## src/rtl/seq_alu.sv

```systemverilog
// Handshaked ALU: single-cycle add/sub/logic/shift plus iterative unsigned
// shift-add multiply and restoring divide, one bit per cycle.
module seq_alu #(
    parameter int NBITS = 8
) (
    input  logic             clk,
    input  logic             reset,
    input  logic             in_valid,
    output logic             in_ready,
    input  logic [NBITS-1:0] A,
    input  logic [NBITS-1:0] B,
    input  logic [3:0]       opcode,
    output logic             out_valid,
    input  logic             out_ready,
    output logic [NBITS-1:0] result,
    output logic [NBITS-1:0] result_hi,
    output logic             carryout,
    output logic             overflow,
    output logic             zero,
    output logic             error
);
    localparam int SW = $clog2(NBITS);

    localparam logic [3:0] OP_ADDU = 4'b0000;
    localparam logic [3:0] OP_ADDS = 4'b0001;
    localparam logic [3:0] OP_SUBU = 4'b0010;
    localparam logic [3:0] OP_SUBS = 4'b0011;
    localparam logic [3:0] OP_AND  = 4'b0100;
    localparam logic [3:0] OP_OR   = 4'b0101;
    localparam logic [3:0] OP_XOR  = 4'b0110;
    localparam logic [3:0] OP_ASR  = 4'b0111;
    localparam logic [3:0] OP_MUL  = 4'b1000;
    localparam logic [3:0] OP_DIV  = 4'b1001;
    localparam logic [3:0] OP_SHL  = 4'b1010;

    typedef enum logic [1:0] {IDLE, BUSY, DONE} state_t;

    state_t           state, state_next;
    logic [SW-1:0]    count;
    logic             iter_done, is_div;
    logic [NBITS-1:0] work_hi, work_lo, b_reg;
    logic [NBITS-1:0] step_hi, step_lo;
    logic             start, load_sc, load_mc;

    function automatic logic add_ovf(input logic a_msb, input logic b_msb, input logic r_msb);
        return (a_msb == b_msb) && (r_msb != a_msb);
    endfunction

    function automatic logic sub_ovf(input logic a_msb, input logic b_msb, input logic r_msb);
        return (a_msb != b_msb) && (r_msb != a_msb);
    endfunction

    logic signed [NBITS-1:0] a_s, b_s, sadd, ssub;
    logic [NBITS:0]          add_w, sub_w, shl_w;

    assign a_s   = A;
    assign b_s   = B;
    assign sadd  = a_s + b_s;
    assign ssub  = a_s - b_s;
    assign add_w = {1'b0, A} + {1'b0, B};
    assign sub_w = {1'b0, A} - {1'b0, B};
    // Bit NBITS of the widened shift is exactly the last bit pushed out.
    assign shl_w = {1'b0, A} << B[SW-1:0];

    logic [NBITS-1:0] sc_res, sc_hi;
    logic             sc_c, sc_v, sc_e;

    always_comb begin
        sc_res = '0;
        sc_hi  = '0;
        sc_c   = 1'b0;
        sc_v   = 1'b0;
        sc_e   = 1'b0;
        case (opcode)
            OP_ADDU: begin sc_res = add_w[NBITS-1:0]; sc_c = add_w[NBITS]; end
            OP_ADDS: begin sc_res = sadd; sc_v = add_ovf(A[NBITS-1], B[NBITS-1], sadd[NBITS-1]); end
            OP_SUBU: begin sc_res = sub_w[NBITS-1:0]; sc_c = sub_w[NBITS]; end
            OP_SUBS: begin sc_res = ssub; sc_v = sub_ovf(A[NBITS-1], B[NBITS-1], ssub[NBITS-1]); end
            OP_AND:  sc_res = A & B;
            OP_OR:   sc_res = A | B;
            OP_XOR:  sc_res = A ^ B;
            OP_ASR:  sc_res = a_s >>> 1;
            OP_SHL:  begin sc_res = shl_w[NBITS-1:0]; sc_c = shl_w[NBITS]; end
            OP_MUL:  begin end
            // Only reached here with B == 0; nonzero divisors iterate.
            OP_DIV:  begin sc_res = '1; sc_hi = A; sc_e = 1'b1; end
            default: begin sc_res = '1; sc_e = 1'b1; end
        endcase
    end

    logic [NBITS:0]   m_sum, d_shift;
    logic [NBITS-1:0] d_diff;
    logic             d_fit;

    assign m_sum   = {1'b0, work_hi} + (work_lo[0] ? {1'b0, b_reg} : '0);
    assign d_shift = {work_hi, work_lo[NBITS-1]};
    assign d_fit   = (d_shift >= {1'b0, b_reg});
    // When d_fit holds the true difference is below B, so the low bits suffice.
    assign d_diff  = d_shift[NBITS-1:0] - b_reg;

    always_comb begin
        if (is_div) begin
            step_hi = d_fit ? d_diff : d_shift[NBITS-1:0];
            step_lo = {work_lo[NBITS-2:0], d_fit};
        end else begin
            step_hi = m_sum[NBITS:1];
            step_lo = {m_sum[0], work_lo[NBITS-1:1]};
        end
    end

    always_ff @(posedge clk or negedge reset) begin
        if (!reset) state <= IDLE;
        else        state <= state_next;
    end

    always_comb begin
        state_next = state;
        start      = 1'b0;
        load_sc    = 1'b0;
        load_mc    = 1'b0;
        case (state)
            IDLE: if (in_valid) begin
                if (opcode == OP_MUL || (opcode == OP_DIV && B != '0)) begin
                    start      = 1'b1;
                    state_next = BUSY;
                end else begin
                    load_sc    = 1'b1;
                    state_next = DONE;
                end
            end
            BUSY: if (iter_done) begin
                load_mc    = 1'b1;
                state_next = DONE;
            end
            DONE: if (out_ready) state_next = IDLE;
            default: state_next = IDLE;
        endcase
    end

    assign in_ready  = (state == IDLE);
    assign out_valid = (state == DONE);

    always_ff @(posedge clk or negedge reset) begin
        if (!reset) begin
            count     <= '0;
            iter_done <= 1'b0;
            is_div    <= 1'b0;
        end else if (start) begin
            count     <= SW'(NBITS - 1);
            iter_done <= 1'b0;
            is_div    <= opcode[0];
        end else if (state == BUSY && !iter_done) begin
            if (count == '0) iter_done <= 1'b1;
            else             count     <= count - 1'b1;
        end
    end

    // Working registers carry data only; the FSM guarantees they are loaded before use.
    always_ff @(posedge clk) begin
        if (start) begin
            work_hi <= '0;
            work_lo <= A;
            b_reg   <= B;
        end else if (state == BUSY && !iter_done) begin
            work_hi <= step_hi;
            work_lo <= step_lo;
        end
    end

    always_ff @(posedge clk or negedge reset) begin
        if (!reset) begin
            result    <= '0;
            result_hi <= '0;
            carryout  <= 1'b0;
            overflow  <= 1'b0;
            zero      <= 1'b0;
            error     <= 1'b0;
        end else if (load_sc) begin
            result    <= sc_res;
            result_hi <= sc_hi;
            carryout  <= sc_c;
            overflow  <= sc_v;
            zero      <= (sc_res == '0);
            error     <= sc_e;
        end else if (load_mc) begin
            result    <= work_lo;
            result_hi <= work_hi;
            carryout  <= !is_div && (work_hi != '0);
            overflow  <= 1'b0;
            zero      <= (work_lo == '0);
            error     <= 1'b0;
        end
    end

endmodule

```

## config.mk

```make
export PLATFORM = sky130hd
export DESIGN_NAME = seq_alu
export DESIGN_NICKNAME = d
export VERILOG_FILES = /design/src/rtl/seq_alu.sv
export SDC_FILE = /design/constraint.sdc
export NUM_CORES = 1
export LEC_CHECK = 0
export ABC_CLOCK_PERIOD_IN_PS = 2500
export CORE_MARGIN = 4
export CORE_UTILIZATION = 45
export DETAILED_ROUTE_END_ITERATION = 6
export DONT_BUFFER_PORTS = 1
export GPL_TIMING_DRIVEN = 0
export SYNTH_ARGS = -nofsm -noshare
export SYNTH_HDL_FRONTEND = slang
export SYNTH_SLANG_ARGS = --single-unit
```

## constraint.sdc

```tcl
create_clock -name clk -period 2.5 [get_ports clk]
set_input_delay 0.125 -clock clk [delete_from_list [all_inputs] [get_ports clk]]
set_output_delay 0.125 -clock clk [all_outputs]
set_load 0.005 [all_outputs]
```

Word-level counts from Yosys, hierarchy flattened
Index checks and enable logic that the tools add are counted.
Word-level totals
  bits in registers: 51
  bits in latches: 0
  memory bits (writable): 0
  ROM bits: 0
  memories: 0
Cells by class
  $add $sub $neg: 7
  multiply operators: 0
  div/mod/pow operators: 0
  $lt $le $gt $ge: 1
  equality and inequality tests: 20
  shift operators: 1
  multiplexer cells: 41
  bitwise gates (word level): 3
  reductions and logical operators: 22
Operator list (count)
  $mux 8: 11
  $pmux 8 s10: 1
  $mux 1: 19
  $add 8x8->9: 2
  $eq 4x3->1 const B: 4
  $logic_not 8->1: 2
  $reduce_bool 8->1: 2
  $sub 8x8->8: 2
  $eq 4x4->1 const B: 3
  $reduce_or 10->1: 1
  $ge 9x8->1: 1
  $mux 3: 3
  $shl 8x3->9: 1
  $sub 8x8->9: 1
  $add 8x8->8: 1
  $and 8x8->8: 1
  $eq 4x2->1 const B: 2
  $mux 2: 4
  $or 8x8->8: 1
  $xor 8x8->8: 1
  $ne 2x2->1 const B: 3
  $pmux 2 s3: 1
  $reduce_bool 2->1: 3
  $logic_and 1x1->1: 5
  16 further kinds: 20

Logic depth before layout (Yosys ltp)
  word-level depth: 8
  mapped depth: 11
  depth with buffers taken out: 10

Worst setup path after synthesis
OpenSTA, ideal clock, no wires.
  path type: register -> register
  start point: register b_reg[1]
  end point: register work_hi[0]
  library setup time: 0.086 ns
  data arrival time: 2.368 ns
  data required time: 2.414 ns
  path slack: 0.047 ns
  stages on the path, launching flop included: 10
  clock period less this slack: 2.453 ns
  cell sequence: edfxtp_1 > inv_1 > ha_1 > nor2b_4 > o31a_1 > o31a_1 > o41ai_4 > mux2i_1 > a21oi_1 > a211oi_1
On the way
  cells in the longest elaborated chain, start to end: 3
Ends and longest elaborated chain
  from (decl): line 41  | logic [NBITS-1:0] work_hi, work_lo, b_reg;
  from (signal assigned): line 163  | b_reg <= B;
  $mux 8 or $ge 9x8->1 (tied branches): line 95, 97
  $add 8x8->9 or $mux 8 (tied branches): line 95, 103
  $mux 8 *: line 102  | if (is_div) begin
  to (signal assigned): line 165  | work_hi <= step_hi;
  to (decl): line 41
Mark *: on every way between the ends. The rest lies on a longest branch, timed or not.
A chain may end at the register's enable or synchronous reset.

Worst setup path in the final report
Same ends and word-level chain as after synthesis.

==> flow_summary.yaml <==
sta:
  period_share: 1.01
  max_freq_mhz: 396
  relSlewSlack: 0.528
  hold_ws_ns: 0.00167
  finalSetupViolations: 1
  skew_ns: 0.00851
  rsz0062_at_grt: "true"
  period_minus_slack_ns: 2.52
  hold_violations: 0
  worst_pin_slew_ns: 0.706
  drv_slew: 0
  layout_setup_ws_ns: -0.0229
finish:
  drive_above_1_share: 0.0883
  area_growth_pct: 12.6
  n_antenna_cell: 0
  final_cells: 722
  nFillCells: 979
  fin_nets: 659
synth:
  synth_area_um2: 4650
  synthCells: 553
  seq_area_frac_synth: 0.283
  async_flop_share: 0.529
  ys_top_cells_by_area: "dfrtp_1, ha_1, edfxtp_1"
  synth_edf_count: 16
  yosysTopAreaCellShare: 0.145
  yosys.area.top_type: "dfrtp_1"
  synth_top_flop_cell: "dfrtp_1"
  yosysWarnings: 0
  avgSynthCellArea_um2: 8.40
  synth_seq_cells: 51
  synth_nets: 624
  yosysUniqueCellTypes: 66
setup_path:
  path_cells: "inv_2 > ha_4 > nor2b_4 > o31a_1 > o31a_1 > o41ai_4 > buf_6 > mux2i_1 > a21oi_1 > a211oi_1"
  path_delay_family: "compound AO/OA/AOI/OAI gates"
  crit_slowest_cell: "edfxtp_1"
  cpMostUsedCell: "o31a_1"
  cp-end-kind: "flip-flop"
  cpPeakStageDelay_ns: 0.43
  reg2regPathDepth: 10
  worstSetupPathType: "flip-flop to flip-flop"
  path_buf_inv: 2
  reg2reg_to: "work_hi[0]"
  worst-path-max-fanout: 7
  r2r_start: "b_reg[1]"
  ff2ff_setup_slack_ns: -0.02
  worstSetupStartpointType: "flip-flop"
  worstPathRequired_ns: 2.74
  arrival_ns: 2.76
die:
  die-height_um: 110
  die_w_um: 110
  row_count: 36
  initial_core_util: 0.469
  core_um2: 9910
  dieArea_um2: 12000
  io_pins: 46
clock_network:
  cts_max_path_buffers: 2
  cts_max_level: 2
  clk_pin_slew_worst_paths_ns: 0.10
  cts_tree: "built"
  clock_latency_ns: 0.32
  root_buffer: "clkbuf_8"
  cts_buffers: 5
  cts_num_sinks: 51
run:
  maxCapViolations: 0
global_route:
  antenna_found_initial: 0
  grt.overflow.total: 0
  grt_max_degree: 28
  grt_pass1_wl_um: 23300
  grt_pass1_vias: 4265
  track_usage: 0.254
run_status:
  run_status: "finished, violations left"
  violations: "setup timing"
placed_design:
  numPortBuffers: 0
  place_inst: 686
  gp_congestion: 0.946
  post-dp-hpwl_um: 11000
drt:
  drc: 0
  drtIter0Drc: 309
  drtAntennaViolNets: 0
  routed_wl_um: 14700
  num_vias: 4342
  drt_first_pass_iters: 5
  viasPerCell: 6.01
  routedWlPerCell_um: 20.3
worst_hold_path:
  whs_endpoint: "work_lo[3]"
  hold_path_class: "primary input to flip-flop"
  min_path_cells: 2
  hold_start: "A[3]"
power_and_ir_drop:
  power_density_nw_per_um2: 674
  p_leak_nw: 2.33
  vdd_ir_drop_max_v: 0.000321
==> stage by stage <==
| stage | utilization | TNS [ns] | worst slack [ns] | cell area [µm²] | power, mW |
|---|---|---|---|---|---|
| 4_1_cts | 0.524 | -0.0276 | -0.0276 | 5200 | 3.49 |
| 3_5_place_dp | 0.486 | -3.16 | -0.495 | 4810 | 2.83 |
| 6_report | 0.528 | -0.0229 | -0.0229 | 5230 | 3.53 |
| 3_3_place_gp | 0.486 | -2.80 | -0.455 | 4810 | 2.78 |
| 5_1_grt | 0.528 | -0.188 | -0.0987 | 5230 | 3.77 |
| 2_1_floorplan | - | 0 | 0.0469 | 4650 | 2.44 |
==> layout make-up <==
type	instances	area, µm²	share of cell area
Buffer	26	113	0.0215
Clock buffer	6	82.6	0.0158
Clock inverter	2	13.8	0.00263
Inverter	44	165	0.0316
Multi-Input combinational cell	431	3100	0.592
Sequential cell	51	1320	0.252
Tap cell	133	166	0.0318
Timing Repair Buffer	29	279	0.0533
==> synthesized netlist by cell type (all sizes together) (11+ instances only) <==
master  number
nor2        30
inv         44
nand3       15
a21oi       35
mux2i       21
ha          43
edfxtp      16
nand2       59
xnor2       11
o21ai       43
and3        14
clkbuf      20
nor2b       15
dfrtp       27
==> metal layers <==
layer / part of all wire / track usage
met1: 0.45 / 0.346
met2: 0.46 / 0.415
met3: 0.070 / 0.0417
met4: 0.020 / 0.0730
met5: 0 / 0
==> worst max-delay path by stage <==
stage	startpoint	end	slack, ns	depth (start not counted)
final	b_reg[1]	work_hi[0]	-0.02	10
after global routing	b_reg[1]	work_hi[0]	-0.1	10
after CTS	b_reg[1]	work_hi[0]	-0.03	10
after detailed placement	B[1]	zero	-0.50	10
after global placement	B[1]	zero	-0.45	10
after floorplan	b_reg[1]	work_hi[0]	0.05	9
==> cell families (layout without fill, tap and decap cells) <==
group           count (synthesis)  after routing  share of synthesized area
mux                            23             23                     0.0501
compound gates                162            162                      0.237
simple gates                  180            180                      0.201
xor+xnor                       19             19                     0.0358
flops                          51             51                      0.283
buf+inv                        71            107                     0.0603
fa+ha+maj                      47             47                      0.133
==> cells in the final DEF (no fill, tap or decap), types with 7 or more instances in the layout <==
cell           count
a21oi_1           33
a221o_1            7
a31oi_1            7
and2_1            10
and3_1            14
buf_4             11
clkbuf_1          18
dfrtp_1           27
dfxtp_1            7
dlygate4sd3_1     18
edfxtp_1          16
ha_1              40
inv_1             42
mux2i_1           21
nand2_1           59
nand2b_1           9
nand3_1           14
nor2_1            28
nor2b_1           14
o211ai_1          10
o21ai_0           40
xnor2_1           11
xor2_1             8
==> where the power goes <==
group	switching (mW)	internal, mW	leakage [nW]
Sequential	0.235	1.06	0.543
Combinational	0.918	0.780	1.74
Clock	0.306	0.227	0.0516
Total	1.46	2.07	2.33
==> what timing repair did <==
item | 4_1_cts | 5_1_grt
pin swaps | 4 | 5
setup buffers | 7 | 3
hold buffers | 19 | 0
endpoints found under the setup margin | 10 | 8
gates resized for setup | 7 | 6
endpoints found under the hold margin | 48 | 0
(Power assumes the default switching activity.)
